$ cat src/rtl/mem_arbiter_if.sv
// Bus bundle between the memory arbiter, its two requesters and the byte-wide memory.
// slave = arbiter side, master = requester/memory side.
`ifndef DATA_WIDTH
`define DATA_WIDTH 8
`endif

interface mem_arbiter_if #(
    parameter int ADDR_W = 32,
    parameter int DATA_W = `DATA_WIDTH
);
    logic              i_if_req;
    logic [ADDR_W-1:0] i_if_addr;
    logic              o_if_ack;
    logic [31:0]       o_if_inst;
    logic              i_d_req;
    logic [ADDR_W-1:0] i_d_addr;
    logic              i_d_write;
    logic [DATA_W-1:0] i_d_wdata;
    logic              o_d_gnt;
    logic [DATA_W-1:0] o_d_rdata;
    logic [ADDR_W-1:0] o_mem_addr;
    logic              o_mem_write;
    logic [DATA_W-1:0] o_mem_wdata;
    logic [DATA_W-1:0] i_mem_rdata;
    logic              o_busy;

    modport slave (
        input  i_if_req, i_if_addr, i_d_req, i_d_addr, i_d_write, i_d_wdata, i_mem_rdata,
        output o_if_ack, o_if_inst, o_d_gnt, o_d_rdata, o_mem_addr, o_mem_write,
        output o_mem_wdata, o_busy
    );

    modport master (
        output i_if_req, i_if_addr, i_d_req, i_d_addr, i_d_write, i_d_wdata, i_mem_rdata,
        input  o_if_ack, o_if_inst, o_d_gnt, o_d_rdata, o_mem_addr, o_mem_write,
        input  o_mem_wdata, o_busy
    );
endinterface

$ cat src/rtl/mem_arbiter.sv
// Shares one byte-wide memory port between a locked 4-byte instruction fetch and
// single-byte data transfers. Define MEM_ARB_RR_EN for round-robin tie-breaking.
`ifndef DATA_WIDTH
`define DATA_WIDTH 8
`endif

module mem_arbiter #(
    parameter int ADDR_W      = 32,
    parameter int DATA_W      = `DATA_WIDTH,
    parameter int FETCH_BYTES = 4
) (
    input  logic           i_clk,
    input  logic           i_rst_n,
    mem_arbiter_if.slave   bus
);
    localparam int CNT_W = (FETCH_BYTES > 1) ? $clog2(FETCH_BYTES) : 1;
    localparam logic [CNT_W-1:0] LAST_CNT = CNT_W'(FETCH_BYTES - 1);

    typedef enum logic {IDLE, FETCH} state_t;

    state_t            state_reg, state_next;
    logic [CNT_W-1:0]  cnt_reg;
    logic [ADDR_W-1:0] addr_reg;
    logic [DATA_W-1:0] lane_reg [FETCH_BYTES];
    logic              ack_reg;
    logic              data_win, fetch_acc, burst_last;

    assign burst_last = (state_reg == FETCH) && (cnt_reg == LAST_CNT);

`ifdef MEM_ARB_RR_EN
    logic last_reg;  // 0 = data won last, 1 = fetch won last

    always_comb begin
        data_win  = 1'b0;
        fetch_acc = 1'b0;
        if (state_reg == IDLE) begin
            if (bus.i_d_req && bus.i_if_req) begin
                fetch_acc = ~last_reg;
                data_win  = last_reg;
            end else begin
                data_win  = bus.i_d_req;
                fetch_acc = bus.i_if_req;
            end
        end
    end

    always_ff @(posedge i_clk or negedge i_rst_n) begin
        if (!i_rst_n)       last_reg <= 1'b0;
        else if (data_win)  last_reg <= 1'b0;
        else if (fetch_acc) last_reg <= 1'b1;
    end
`else
    // Fixed data priority: the execute stage stalls during fetch, so starvation is harmless.
    always_comb begin
        data_win  = 1'b0;
        fetch_acc = 1'b0;
        if (state_reg == IDLE) begin
            data_win  = bus.i_d_req;
            fetch_acc = bus.i_if_req && !bus.i_d_req;
        end
    end
`endif

    always_ff @(posedge i_clk or negedge i_rst_n) begin
        if (!i_rst_n) state_reg <= IDLE;
        else          state_reg <= state_next;
    end

    always_comb begin
        state_next = state_reg;
        case (state_reg)
            IDLE:    if (fetch_acc)  state_next = FETCH;
            FETCH:   if (burst_last) state_next = IDLE;
            default: state_next = IDLE;
        endcase
    end

    always_comb begin
        bus.o_mem_addr  = '0;
        bus.o_mem_write = 1'b0;
        bus.o_mem_wdata = '0;
        bus.o_d_gnt     = 1'b0;
        bus.o_d_rdata   = '0;
        bus.o_busy      = (state_reg == FETCH);
        if (state_reg == FETCH) begin
            bus.o_mem_addr = addr_reg + ADDR_W'(cnt_reg);
        end else if (data_win) begin
            bus.o_d_gnt     = 1'b1;
            bus.o_mem_addr  = bus.i_d_addr;
            bus.o_mem_write = bus.i_d_write;
            bus.o_mem_wdata = bus.i_d_wdata;
            bus.o_d_rdata   = bus.i_mem_rdata;
        end
    end

    always_ff @(posedge i_clk or negedge i_rst_n) begin
        if (!i_rst_n) begin
            cnt_reg  <= '0;
            addr_reg <= '0;
            ack_reg  <= 1'b0;
            for (int i = 0; i < FETCH_BYTES; i++) lane_reg[i] <= '0;
        end else begin
            ack_reg <= burst_last;
            if (fetch_acc) begin
                addr_reg <= bus.i_if_addr;
                cnt_reg  <= '0;
            end else if (state_reg == FETCH) begin
                lane_reg[cnt_reg] <= bus.i_mem_rdata;
                cnt_reg           <= burst_last ? '0 : cnt_reg + 1'b1;
            end
        end
    end

    // Little-endian assembly: byte fetched first lands in the low lane.
    for (genvar gi = 0; gi < FETCH_BYTES; gi++) begin : g_lane
        assign bus.o_if_inst[DATA_W*gi +: DATA_W] = lane_reg[gi];
    end

    assign bus.o_if_ack = ack_reg;
endmodule

$ cat src/flat_wrapper.sv
// flat-port wrapper written by rule: the top's interface ports become plain ports
module mem_arbiter_flat 
#(
    parameter int ADDR_W      = 32,
    parameter int DATA_W      = `DATA_WIDTH,
    parameter int FETCH_BYTES = 4
)
  (i_clk, i_rst_n, bus_i_if_req, bus_i_if_addr, bus_i_d_req, bus_i_d_addr, bus_i_d_write, bus_i_d_wdata, bus_i_mem_rdata, bus_o_if_ack, bus_o_if_inst, bus_o_d_gnt, bus_o_d_rdata, bus_o_mem_addr, bus_o_mem_write, bus_o_mem_wdata, bus_o_busy);
  mem_arbiter_if #(.ADDR_W(ADDR_W), .DATA_W(DATA_W)) bus_i ();
  input  logic i_clk;
  input  logic i_rst_n;
  input wire logic [$bits(bus_i.i_if_req)-1:0] bus_i_if_req;
  input wire logic [$bits(bus_i.i_if_addr)-1:0] bus_i_if_addr;
  input wire logic [$bits(bus_i.i_d_req)-1:0] bus_i_d_req;
  input wire logic [$bits(bus_i.i_d_addr)-1:0] bus_i_d_addr;
  input wire logic [$bits(bus_i.i_d_write)-1:0] bus_i_d_write;
  input wire logic [$bits(bus_i.i_d_wdata)-1:0] bus_i_d_wdata;
  input wire logic [$bits(bus_i.i_mem_rdata)-1:0] bus_i_mem_rdata;
  output wire logic [$bits(bus_i.o_if_ack)-1:0] bus_o_if_ack;
  output wire logic [$bits(bus_i.o_if_inst)-1:0] bus_o_if_inst;
  output wire logic [$bits(bus_i.o_d_gnt)-1:0] bus_o_d_gnt;
  output wire logic [$bits(bus_i.o_d_rdata)-1:0] bus_o_d_rdata;
  output wire logic [$bits(bus_i.o_mem_addr)-1:0] bus_o_mem_addr;
  output wire logic [$bits(bus_i.o_mem_write)-1:0] bus_o_mem_write;
  output wire logic [$bits(bus_i.o_mem_wdata)-1:0] bus_o_mem_wdata;
  output wire logic [$bits(bus_i.o_busy)-1:0] bus_o_busy;
  assign bus_i.i_if_req = bus_i_if_req;
  assign bus_i.i_if_addr = bus_i_if_addr;
  assign bus_i.i_d_req = bus_i_d_req;
  assign bus_i.i_d_addr = bus_i_d_addr;
  assign bus_i.i_d_write = bus_i_d_write;
  assign bus_i.i_d_wdata = bus_i_d_wdata;
  assign bus_i.i_mem_rdata = bus_i_mem_rdata;
  assign bus_o_if_ack = bus_i.o_if_ack;
  assign bus_o_if_inst = bus_i.o_if_inst;
  assign bus_o_d_gnt = bus_i.o_d_gnt;
  assign bus_o_d_rdata = bus_i.o_d_rdata;
  assign bus_o_mem_addr = bus_i.o_mem_addr;
  assign bus_o_mem_write = bus_i.o_mem_write;
  assign bus_o_mem_wdata = bus_i.o_mem_wdata;
  assign bus_o_busy = bus_i.o_busy;
  mem_arbiter #(.ADDR_W(ADDR_W), .DATA_W(DATA_W), .FETCH_BYTES(FETCH_BYTES)) u_core (.i_clk(i_clk), .i_rst_n(i_rst_n), .bus(bus_i));
endmodule
$ cat config.mk
export PLATFORM = sky130hd
export DESIGN_NAME = mem_arbiter_flat
export DESIGN_NICKNAME = d
export VERILOG_FILES = /design/src/rtl/mem_arbiter_if.sv /design/src/rtl/mem_arbiter.sv /design/src/flat_wrapper.sv
export SDC_FILE = /design/constraint.sdc
export NUM_CORES = 1
export LEC_CHECK = 0
export BUFFER_PORTS_ARGS = -buffer_cell sky130_fd_sc_hd__buf_2
export CORE_MARGIN = 4
export CORE_UTILIZATION = 50
export CTS_CLUSTER_DIAMETER = 80
export DETAILED_ROUTE_END_ITERATION = 12
export PLACE_DENSITY = 0.9
export RECOVER_POWER = 50
export SETUP_SLACK_MARGIN = 0.02
export SLEW_MARGIN = 20
export SYNTH_ARGS = -nofsm -noshare
export SYNTH_HDL_FRONTEND = slang
export SYNTH_SLANG_ARGS = --single-unit
$ cat constraint.sdc
create_clock -name i_clk -period 4.44 [get_ports i_clk]
set_input_delay 0.666 -clock i_clk [delete_from_list [all_inputs] [get_ports i_clk]]
set_output_delay 0.666 -clock i_clk [all_outputs]
set_load 0.02 [all_outputs]
==> results of run 1 <==
[stage by stage]
step / util, % / instances / worst slack, ns
after floorplan: - / 376 / 1.21
after global placement: 64.8 / 627 / 0.989
after detailed placement: 64.8 / 627 / 0.881
after CTS: 68.2 / 643 / 0.498
after global routing: 67.9 / 644 / 0.359
final: 67.9 / 644 / 0.495
[cells in the mapped netlist (3+ instances only)]
cell type / n
dfrtp_1: 68
mux2_2: 60
nand2_1: 50
and2_1: 19
nand3_1: 19
o21ai_0: 18
nor2_1: 17
clkbuf_1: 16
nand4_1: 10
inv_1: 9
o211ai_1: 8
nor3_1: 7
or4_1: 7
ha_1: 6
xnor2_1: 6
a21oi_1: 5
xor2_1: 5
a32oi_1: 4
nor4_1: 4
o311ai_0: 4
a221o_1: 3
[final cells by class]
cell class / count / area [µm²] / share of cell area, %
Tap cell: 99 / 124 / 2.49
Multi-Input combinational cell: 280 / 2030 / 40.8
Sequential cell: 68 / 1700 / 34.2
Timing Repair Buffer: 171 / 837 / 16.8
Inverter: 10 / 37.5 / 0.754
Clock inverter: 7 / 121 / 2.44
Clock buffer: 9 / 124 / 2.49
[path summary, 6_finish.rpt]
kind	from	endpoint	slack (ns)	depth (start not counted)
min in group asynchronous	i_rst_n	u_core.addr_reg[21]	0.74	1
min	u_core.bus.o_if_inst[16]	u_core.bus.o_if_inst[16]	0.51	1
min reg2reg	u_core.bus.o_if_inst[16]	u_core.bus.o_if_inst[16]	0.51	1
max in group asynchronous	i_rst_n	u_core.bus.o_if_inst[17]	1.05	2
max reg2reg	u_core.bus.o_busy	u_core.addr_reg[30]	2.51	2
max	u_core.cnt_reg[0]	bus_o_mem_addr[16]	0.49	8
[kinds of logic (layout without fill, tap and decap cells)]
group | count (synthesis) | in the layout | synth area share, %
adders and majority gates | 7 | 7 | 2.49
buffers and inverters | 28 | 197 | 2.78
xor gates and xnor gates | 11 | 11 | 2.52
AOI/OAI and AO/OA | 53 | 53 | 9.53
and+or+nand+nor | 149 | 149 | 20.4
muxes | 60 | 60 | 17.7
DFF | 68 | 68 | 44.6
[where the power goes]
| part | leakage (nW) | internal, mW | switching [mW] | total, mW |
|---|---|---|---|---|
| sequential | 0.804 | 0.935 | 0.333 | 1.27 |
| combinational | 1.34 | 0.782 | 1.19 | 1.97 |
| clock | 0.124 | 0.377 | 0.257 | 0.634 |
[critical path, delay by kind of cell (launching register included)]
kind | cells | cell delay (ns)
adder cells (fa/ha/maj) | 2 | 0.63
buffers and inverters | 2 | 0.21
flip-flops | 1 | 0.44
AND/OR/NAND/NOR | 4 | 1.68
[layer usage]
layer / share of wire (%) / track usage [%] / vias to the layer above
met5: 0 / 0 / -
met1: 39 / 28.9 / 1774
met3: 8.9 / 6.39 / 8
met2: 52 / 42.5 / 181
met4: 0.83 / 5.09 / 0
li1: - / - / 1691
==> run_results.csv, run 1 <==
group,metric,value,unit
outcome,status,"finished with violations",
outcome,violations,"max-capacitance violations, max-slew violations",
timing,slew_headroom,-36.0,%
synth,synth.area.top_cells,"dfrtp_1 45%, mux2_2 18%, nand2_1 4.9%",
placement,gp_congestion,0.838,
detailed_routing,drc_errors,0,
synth,synth-seq-area-share,44.6,%
synth,synth_top_area_share,44.6,%
critical_path,crit_type,"reg -> out",
critical_path,crit_slowest_cell,"or4_1",
cts,cts_resized,0,
run,drv_cap,2,
floorplanning,num_rows,31,
cts,cts_tree,"done",
cts,cts_buffers,9,
global_routing,grt_max_degree,51,
floorplanning,die_x,95.4,µm
cts,clock_latency,0.33,ns
cts,clkTransAtPathRegs,0.08,ns
detailed_routing,viasPerCell,5.67,
timing,whs,0.507,ns
critical_path,cp_cell_sequence,"ha_1 -> inv_1 -> fa_1 -> nand4b_1 -> or4_1 -> or4_1 -> nand3_1 -> buf_2",
cts,h-tree-depth,3,
detailed_routing,dr.pass1.iters,5,
timing,fmax,253,MHz
floorplanning,initial_core_util,52.1,%
critical_path,cp-start-kind,"register",
timing,finalSetupViolations,0,
timing,drv_slew,71,
layout,layout-drive-gt1-share,40.4,%
cts,cts_buffer_depth,2,
critical_path,critPathMostFrequentCell,"or4_1",
layout,fin_area,0.00498,mm²
layout,n_fill_cell,594,
synth,syn_area_per_cell,10.2,µm²
synth,syn-num-nets,468,
placement,dp_hpwl,8100,µm
cts,root_buffer,"clkbuf_8",
floorplanning,coreArea,0.00733,mm²
timing,rsz0062_at_grt,"no",
global_routing,gr-total-overflow,0,
placement,place_area,0.00475,mm²
timing,finalCritPeriodShare,88.9,%
floorplanning,io_pins,169,
critical_path,worstPathMaxFanout,7,
global_routing,antenna_found_initial,0,
floorplanning,die_h,95.4,µm
synth,syn-cell-area,0.00382,mm²
detailed_routing,dr_total_vias,3654,
detailed_routing,wire_per_inst,17.1,µm
pwr,ir_drop,0.526,mV
synth,ys_async_sr_fraction,100,%
timing,fin_crit,3.95,ns
critical_path,worstPathArrival,3.28,ns
synth,synth_top_area_cell,"dfrtp_1",
synth,netlist-cell-type-count,43,
timing,final_hold_viol_count,0,
pwr,power_density,778,mW/mm²
cts,postCtsHoldBufs,0,
layout,nNetsFinal,632,
timing,skew,0.0115,ns
global_routing,grt_pass1_vias,3505,
critical_path,end_kind,"primary output",
critical_path,worstPathRequired,3.77,ns
floorplanning,die-area,0.00910,mm²
global_routing,grt.total_usage,23.8,%
detailed_routing,wirelength,11000,µm
min_path,min_path_type,"reg -> reg",
layout,layout_commonest_cell,"buf_2",
cts,cts_setup_buffers,0,
synth,synth_edf_count,0,
timing,tightest_slew,2.04,ns
synth,synthCells,376,
layout,synthToLayoutAreaGrowth,30.3,%
layout,diodes,0,
timing,fin_setup_tns,0,ns
placement,portBuffers,168,
synth,ys_seq_elements,68,
pwr,p_leak,2.27,nW
detailed_routing,ant_nets,0,
global_routing,grt_pass1_wl,16900,µm
synth,yosysWarnings,0,
layout,final_cell_mix,"134 x buf_2, 68 x dfrtp_1, 60 x mux2_2, 50 x nand2_1, 35 x clkbuf_1",
pwr,power,3.87,mW
cts,cts.sinks,68,
detailed_routing,drt_iter0_markers,246,
critical_path,slowest_delay,0.71,ns
synth,ys.flop_type,"dfrtp_1",
(Power assumes the default switching activity.)
==> inputs of run 2 (changes only) <==
--- a/config.mk
+++ b/config.mk
@@ -7,13 +7,14 @@
 export LEC_CHECK = 0
 export BUFFER_PORTS_ARGS = -buffer_cell sky130_fd_sc_hd__buf_2
 export CORE_MARGIN = 4
-export CORE_UTILIZATION = 50
+export CORE_UTILIZATION = 45
 export CTS_CLUSTER_DIAMETER = 80
 export DETAILED_ROUTE_END_ITERATION = 12
-export PLACE_DENSITY = 0.9
+export PLACE_DENSITY = 0.83
 export RECOVER_POWER = 50
 export SETUP_SLACK_MARGIN = 0.02
 export SLEW_MARGIN = 20
 export SYNTH_ARGS = -nofsm -noshare
 export SYNTH_HDL_FRONTEND = slang
 export SYNTH_SLANG_ARGS = --single-unit
+export TNS_END_PERCENT = 20
==> run 2 against run 1 <==
The run still ends with max-capacitance violations, max-slew violations left. Combinational power is essentially flat. Non-clock buffer count is the same. Core utilization shrank 7.7 points. Sequential power is essentially flat. First-iteration DRC count shrank 40%. Total power shrank 3.2%. Hold slack gained 0.0072 ns.
==> run_results.csv, run 2 (same netlist as run 1, synthesis figures left out) <==
group,metric,value,unit
floorplanning,io_pins,169,
cts,cts_setup_buffers,0,
critical_path,path_delay_family,"simple AND/OR/NAND/NOR gates",
pwr,comb_power_share,52.5,%
layout,nNetsFinal,632,
timing,slew_headroom,-36.0,%
cts,root_buffer,"clkbuf_8",
critical_path,slowest_delay,0.70,ns
placement,gp_congestion,0.883,
pwr,power,3.75,mW
cts,postCtsHoldBufs,0,
timing,finalCritPeriodShare,88.6,%
global_routing,grt_max_degree,51,
detailed_routing,drc_errors,0,
timing,final_hold_viol_count,0,
layout,final_cell_mix,"134 x buf_2, 68 x dfrtp_1, 60 x mux2_2, 50 x nand2_1, 35 x clkbuf_1",
pwr,intPower,1.98,mW
detailed_routing,dr_total_vias,3542,
global_routing,grt_pass1_wl,17300,µm
timing,skew,0.00824,ns
critical_path,critPathMostFrequentCell,"or4_1",
pwr,p_leak,2.25,nW
pwr,switching_share,47.2,%
floorplanning,die_h,100,µm
critical_path,worstPathArrival,3.27,ns
floorplanning,die-area,0.0100,mm²
timing,rsz0062_at_grt,"no",
outcome,status,"finished with violations",
critical_path,crit_type,"reg -> out",
detailed_routing,topRoutingLayerUsed,"met4",
detailed_routing,dr.pass1.iters,4,
critical_path,worstPathMaxFanout,7,
critical_path,cp_cell_sequence,"ha_1 -> inv_1 -> fa_1 -> nand4b_1 -> or4_1 -> or4_1 -> nand3_1 -> buf_2",
global_routing,gr-total-overflow,0,
cts,clkTransAtPathRegs,0.08,ns
layout,diodes,0,
placement,dp_hpwl,8090,µm
cts,clock_latency,0.33,ns
cts,cts_resized,0,
floorplanning,initial_core_util,46.5,%
detailed_routing,met2WireLength,5490,µm
timing,tightest_slew,2.04,ns
detailed_routing,wire_per_inst,16.7,µm
timing,fmax,254,MHz
detailed_routing,dr_wl_met3,973,µm
critical_path,crit_slowest_cell,"or4_1",
layout,synthToLayoutAreaGrowth,29.6,%
critical_path,end_kind,"primary output",
pwr,power_density,758,mW/mm²
pwr,seq_power_share,33.7,%
cts,cts_buffer_depth,2,
critical_path,cp-start-kind,"register",
layout,layout_commonest_cell,"buf_2",
floorplanning,coreArea,0.00822,mm²
cts,cts_buffers,9,
min_path,min_path_type,"reg -> reg",
layout,layout-drive-gt1-share,40.4,%
global_routing,grt.total_usage,21.5,%
pwr,p_sw,1.77,mW
timing,fin_setup_tns,0,ns
pwr,ir_drop,0.413,mV
outcome,violations,"max-capacitance violations, max-slew violations",
detailed_routing,viasPerCell,5.45,
run,drv_cap,2,
timing,fin_crit,3.93,ns
critical_path,path_buf_inv,2,
detailed_routing,drt_iter0_markers,147,
timing,drv_slew,71,
detailed_routing,ant_nets,0,
critical_path,r2r_slack,2.47,ns
floorplanning,die_x,100,µm
cts,cts_tree,"done",
placement,portBuffers,168,
pwr,p_clk_share,13.8,%
timing,finalSetupViolations,0,
cts,cts.sinks,68,
cts,h-tree-depth,3,
floorplanning,num_rows,33,
detailed_routing,wirelength,10900,µm
detailed_routing,wl_met1,4310,µm
global_routing,grt_pass1_vias,3528,
critical_path,worstPathRequired,3.77,ns
global_routing,antenna_found_initial,1,
run 2: changes by cell type in the layout (fill, tap and decap cells not counted), sizes merged:
cell      change
clkinvlp      +3
bufinv        -2
clkinv        -1
run 2: power by group through the flow:
stage	Combinational, mW	Sequential (mW)	Clock (mW)
finish	1.97	1.27	0.516
floorplan	1.20	1.37	0
global placement	1.96	1.24	0
detailed placement	2.01	1.26	0
CTS	2.01	1.26	0.528
global route	2.13	1.31	0.556
run 2: worst paths after layout:
| kind | from | end | cells after the start |
|---|---|---|---|
| worst max-delay path | u_core.cnt_reg[0] | bus_o_mem_addr[14] | 8 |
| worst min-delay path | u_core.bus.o_if_inst[19] | u_core.bus.o_if_inst[19] | 1 |
| worst max register to register | u_core.bus.o_busy | u_core.addr_reg[8] | 2 |
| worst min register to register | u_core.bus.o_if_inst[19] | u_core.bus.o_if_inst[19] | 1 |
| max in group asynchronous | i_rst_n | u_core.cnt_reg[1] | 2 |
| min in group asynchronous | i_rst_n | u_core.addr_reg[21] | 1 |
run 2: metal layers:
metal | up-vias | global-route usage, %
li1 | 1689 | -
met1 | 1696 | 26.3
met2 | 147 | 36.1
met3 | 10 | 7.16
met4 | 0 | 6.53
met5 | - | 0
run 2: stage by stage:
step	hold WS (ns)	instance area (µm²)	util, %	setup slack (ns)	instances
global placement	0.483	4760	57.9	0.962	633
CTS	0.384	4960	60.3	0.526	649
global route	0.540	4950	60.2	0.342	650
detailed placement	0.489	4760	57.9	0.903	633
finish	0.515	4950	60.2	0.506	650
floorplan	0.370	3820	-	1.21	376
run 2: cell type report:
type	instances	area, µm²
Multi-Input combinational cell	280	2040
Clock inverter	7	75.1
Fill cell	742	3270
Inverter	10	37.5
Timing Repair Buffer	171	837
Tap cell	105	131
Sequential cell	68	1700
Clock buffer	9	124
==> inputs of run 3 (changes only) <==
==> constraint.sdc (replaced) <==
create_clock -name i_clk -period 4.1 [get_ports i_clk]
set_input_delay 0.615 -clock i_clk [delete_from_list [all_inputs] [get_ports i_clk]]
set_output_delay 0.615 -clock i_clk [all_outputs]
set_load 0.02 [all_outputs]
==> run 3 against run 2 <==
The run still ends with max-capacitance violations, max-slew violations left. Global-route usage is 0.085 points higher. Die area did not move. Clock power fell by 4%. Clock-buffer cell count increased by 1. Sequential share of layout area grew 0.28 points. Final cell count increased by 0.31%. Critical path type unchanged. Flip-flop and latch count is the same. Core utilization down 0.49 points.
==> run_results.csv, run 3 (same netlist as run 1, synthesis figures left out) <==
group,metric,value,unit
outcome,status,"finished with violations",
outcome,violations,"max-capacitance violations, max-slew violations",
global_routing,grt_pass1_wl,17500,µm
floorplanning,num_rows,33,
layout,fin_area,0.00491,mm²
global_routing,antenna_found_initial,1,
critical_path,worstPathRequired,3.48,ns
floorplanning,io_pins,169,
run,drv_cap,1,
cts,cts_buffer_depth,2,
pwr,ir_drop,0.486,mV
timing,skew,0.00802,ns
timing,rsz0062_at_grt,"no",
critical_path,worstPathArrival,3.25,ns
detailed_routing,ant_nets,0,
placement,dp_hpwl,8170,µm
detailed_routing,wirelength,10900,µm
layout,final-seq-area,0.00170,mm²
detailed_routing,wire_per_inst,16.8,µm
placement,place_area,0.00477,mm²
placement,gp_congestion,0.889,
layout,synthToLayoutAreaGrowth,28.5,%
global_routing,grt_pass1_vias,3584,
global_routing,grt.total_usage,21.6,%
floorplanning,coreArea,0.00822,mm²
cts,clock_latency,0.33,ns
cts,clkTransAtPathRegs,0.07,ns
global_routing,gr-total-overflow,0,
timing,tightest_slew,2.49,ns
timing,final_hold_viol_count,0,
global_routing,grt_max_degree,46,
pwr,p_leak,2.24,nW
layout,layout_commonest_cell,"buf_2",
floorplanning,die_x,100,µm
floorplanning,die-area,0.0100,mm²
timing,finalCritPeriodShare,94.3,%
cts,postCtsHoldBufs,0,
timing,fin_setup_tns,0,ns
timing,slew_headroom,-65.8,%
critical_path,cp-start-kind,"register",
timing,finalSetupViolations,0,
cts,cts_buffers,9,
timing,drv_slew,46,
floorplanning,die_h,100,µm
layout,nNetsFinal,633,
layout,final_cell_mix,"134 x buf_2, 68 x dfrtp_1, 60 x mux2_2, 50 x nand2_1, 35 x clkbuf_1",
detailed_routing,viasPerCell,5.46,
critical_path,end_kind,"primary output",
timing,fmax,259,MHz
min_path,min_path_type,"in -> reg",
cts,cts_resized,0,
cts,cts_tree,"done",
detailed_routing,dr.pass1.iters,4,
layout,n_fill_cell,731,
critical_path,worstPathMaxFanout,7,
detailed_routing,drt_iter0_markers,170,
floorplanning,initial_core_util,46.5,%
cts,h-tree-depth,3,
layout,multi_input_area,0.00203,mm²
detailed_routing,drc_errors,0,
pwr,power_density,811,mW/mm²
detailed_routing,dr_total_vias,3559,
layout,layout-drive-gt1-share,40.5,%
cts,cts.sinks,68,
placement,portBuffers,168,
cts,root_buffer,"clkbuf_8",
timing,whs,0.486,ns
timing,fin_crit,3.86,ns
critical_path,crit_type,"reg -> out",
cts,cts_setup_buffers,0,
[run 3: changes by cell type in the layout (fill, tap and decap cells not counted), moves of 2 or more]
cell / before / now
clkinvlp_4: 3 / 1
clkinv_4: 0 / 2
buf_4: 1 / 3
inv_6: 2 / 0
clkinv_2: 1 / 3
[run 3: cell type report]
| type | count | share of cell area (%) |
|---|---|---|
| tap | 105 | 2.68 |
| antenna | 1 | 0.0510 |
| clock buffer | 10 | 2.80 |
| multi-input combinational | 280 | 41.4 |
| inverter | 10 | 0.765 |
| timing repair buffer | 172 | 16.8 |
| sequential | 68 | 34.7 |
| clock inverter | 6 | 0.816 |
[run 3: metal layers]
layer	wire [µm]	vias to the layer above	global-route usage, %
met5	7	-	0
met4	145	2	5.60
met3	1000	16	5.91
met2	5320	153	36.6
met1	4450	1699	27.3
li1	-	1689	-
[run 3: worst max-delay path, cell delays in order, from the launching register on]
cell      delay (ns)
dfrtp_1         0.43
ha_1            0.20
inv_1           0.05
fa_1            0.42
nand4b_1        0.43
or4_1           0.70
or4_1           0.42
nand3_1         0.11
buf_2           0.17
[run 3: path summary, 6_finish.rpt]
kind | from | end | slack [ns] | depth (start not counted)
worst max-delay path | u_core.cnt_reg[0] | bus_o_mem_addr[14] | 0.24 | 8
min in group asynchronous | i_rst_n | u_core.addr_reg[20] | 1.04 | 1
max in group asynchronous | i_rst_n | u_core.bus.o_if_inst[17] | 0.96 | 2
worst min-delay path | bus_i_if_addr[11] | u_core.addr_reg[11] | 0.49 | 3
worst max register to register | u_core.bus.o_busy | u_core.addr_reg[14] | 2.12 | 2
worst min register to register | u_core.bus.o_if_inst[29] | u_core.bus.o_if_inst[29] | 0.51 | 1
[run 3: report_power, final]
group | switching (mW) | total [mW] | internal (mW)
clock network | 0.262 | 0.497 | 0.235
registers | 0.358 | 1.37 | 1.01
logic | 1.27 | 2.11 | 0.838
total | 1.90 | 3.98 | 2.09
[run 3: stage by stage]
step / setup WS (ns) / total power [mW] / instances / utilization (%)
2_1_floorplan: 0.923 / 2.79 / 376 / -
3_3_place_gp: 0.677 / 3.47 / 635 / 58.1
3_5_place_dp: 0.602 / 3.55 / 635 / 58.1
4_1_cts: 0.223 / 4.06 / 651 / 60.3
5_1_grt: 0.0870 / 4.25 / 651 / 59.7
6_report: 0.235 / 3.98 / 652 / 59.7
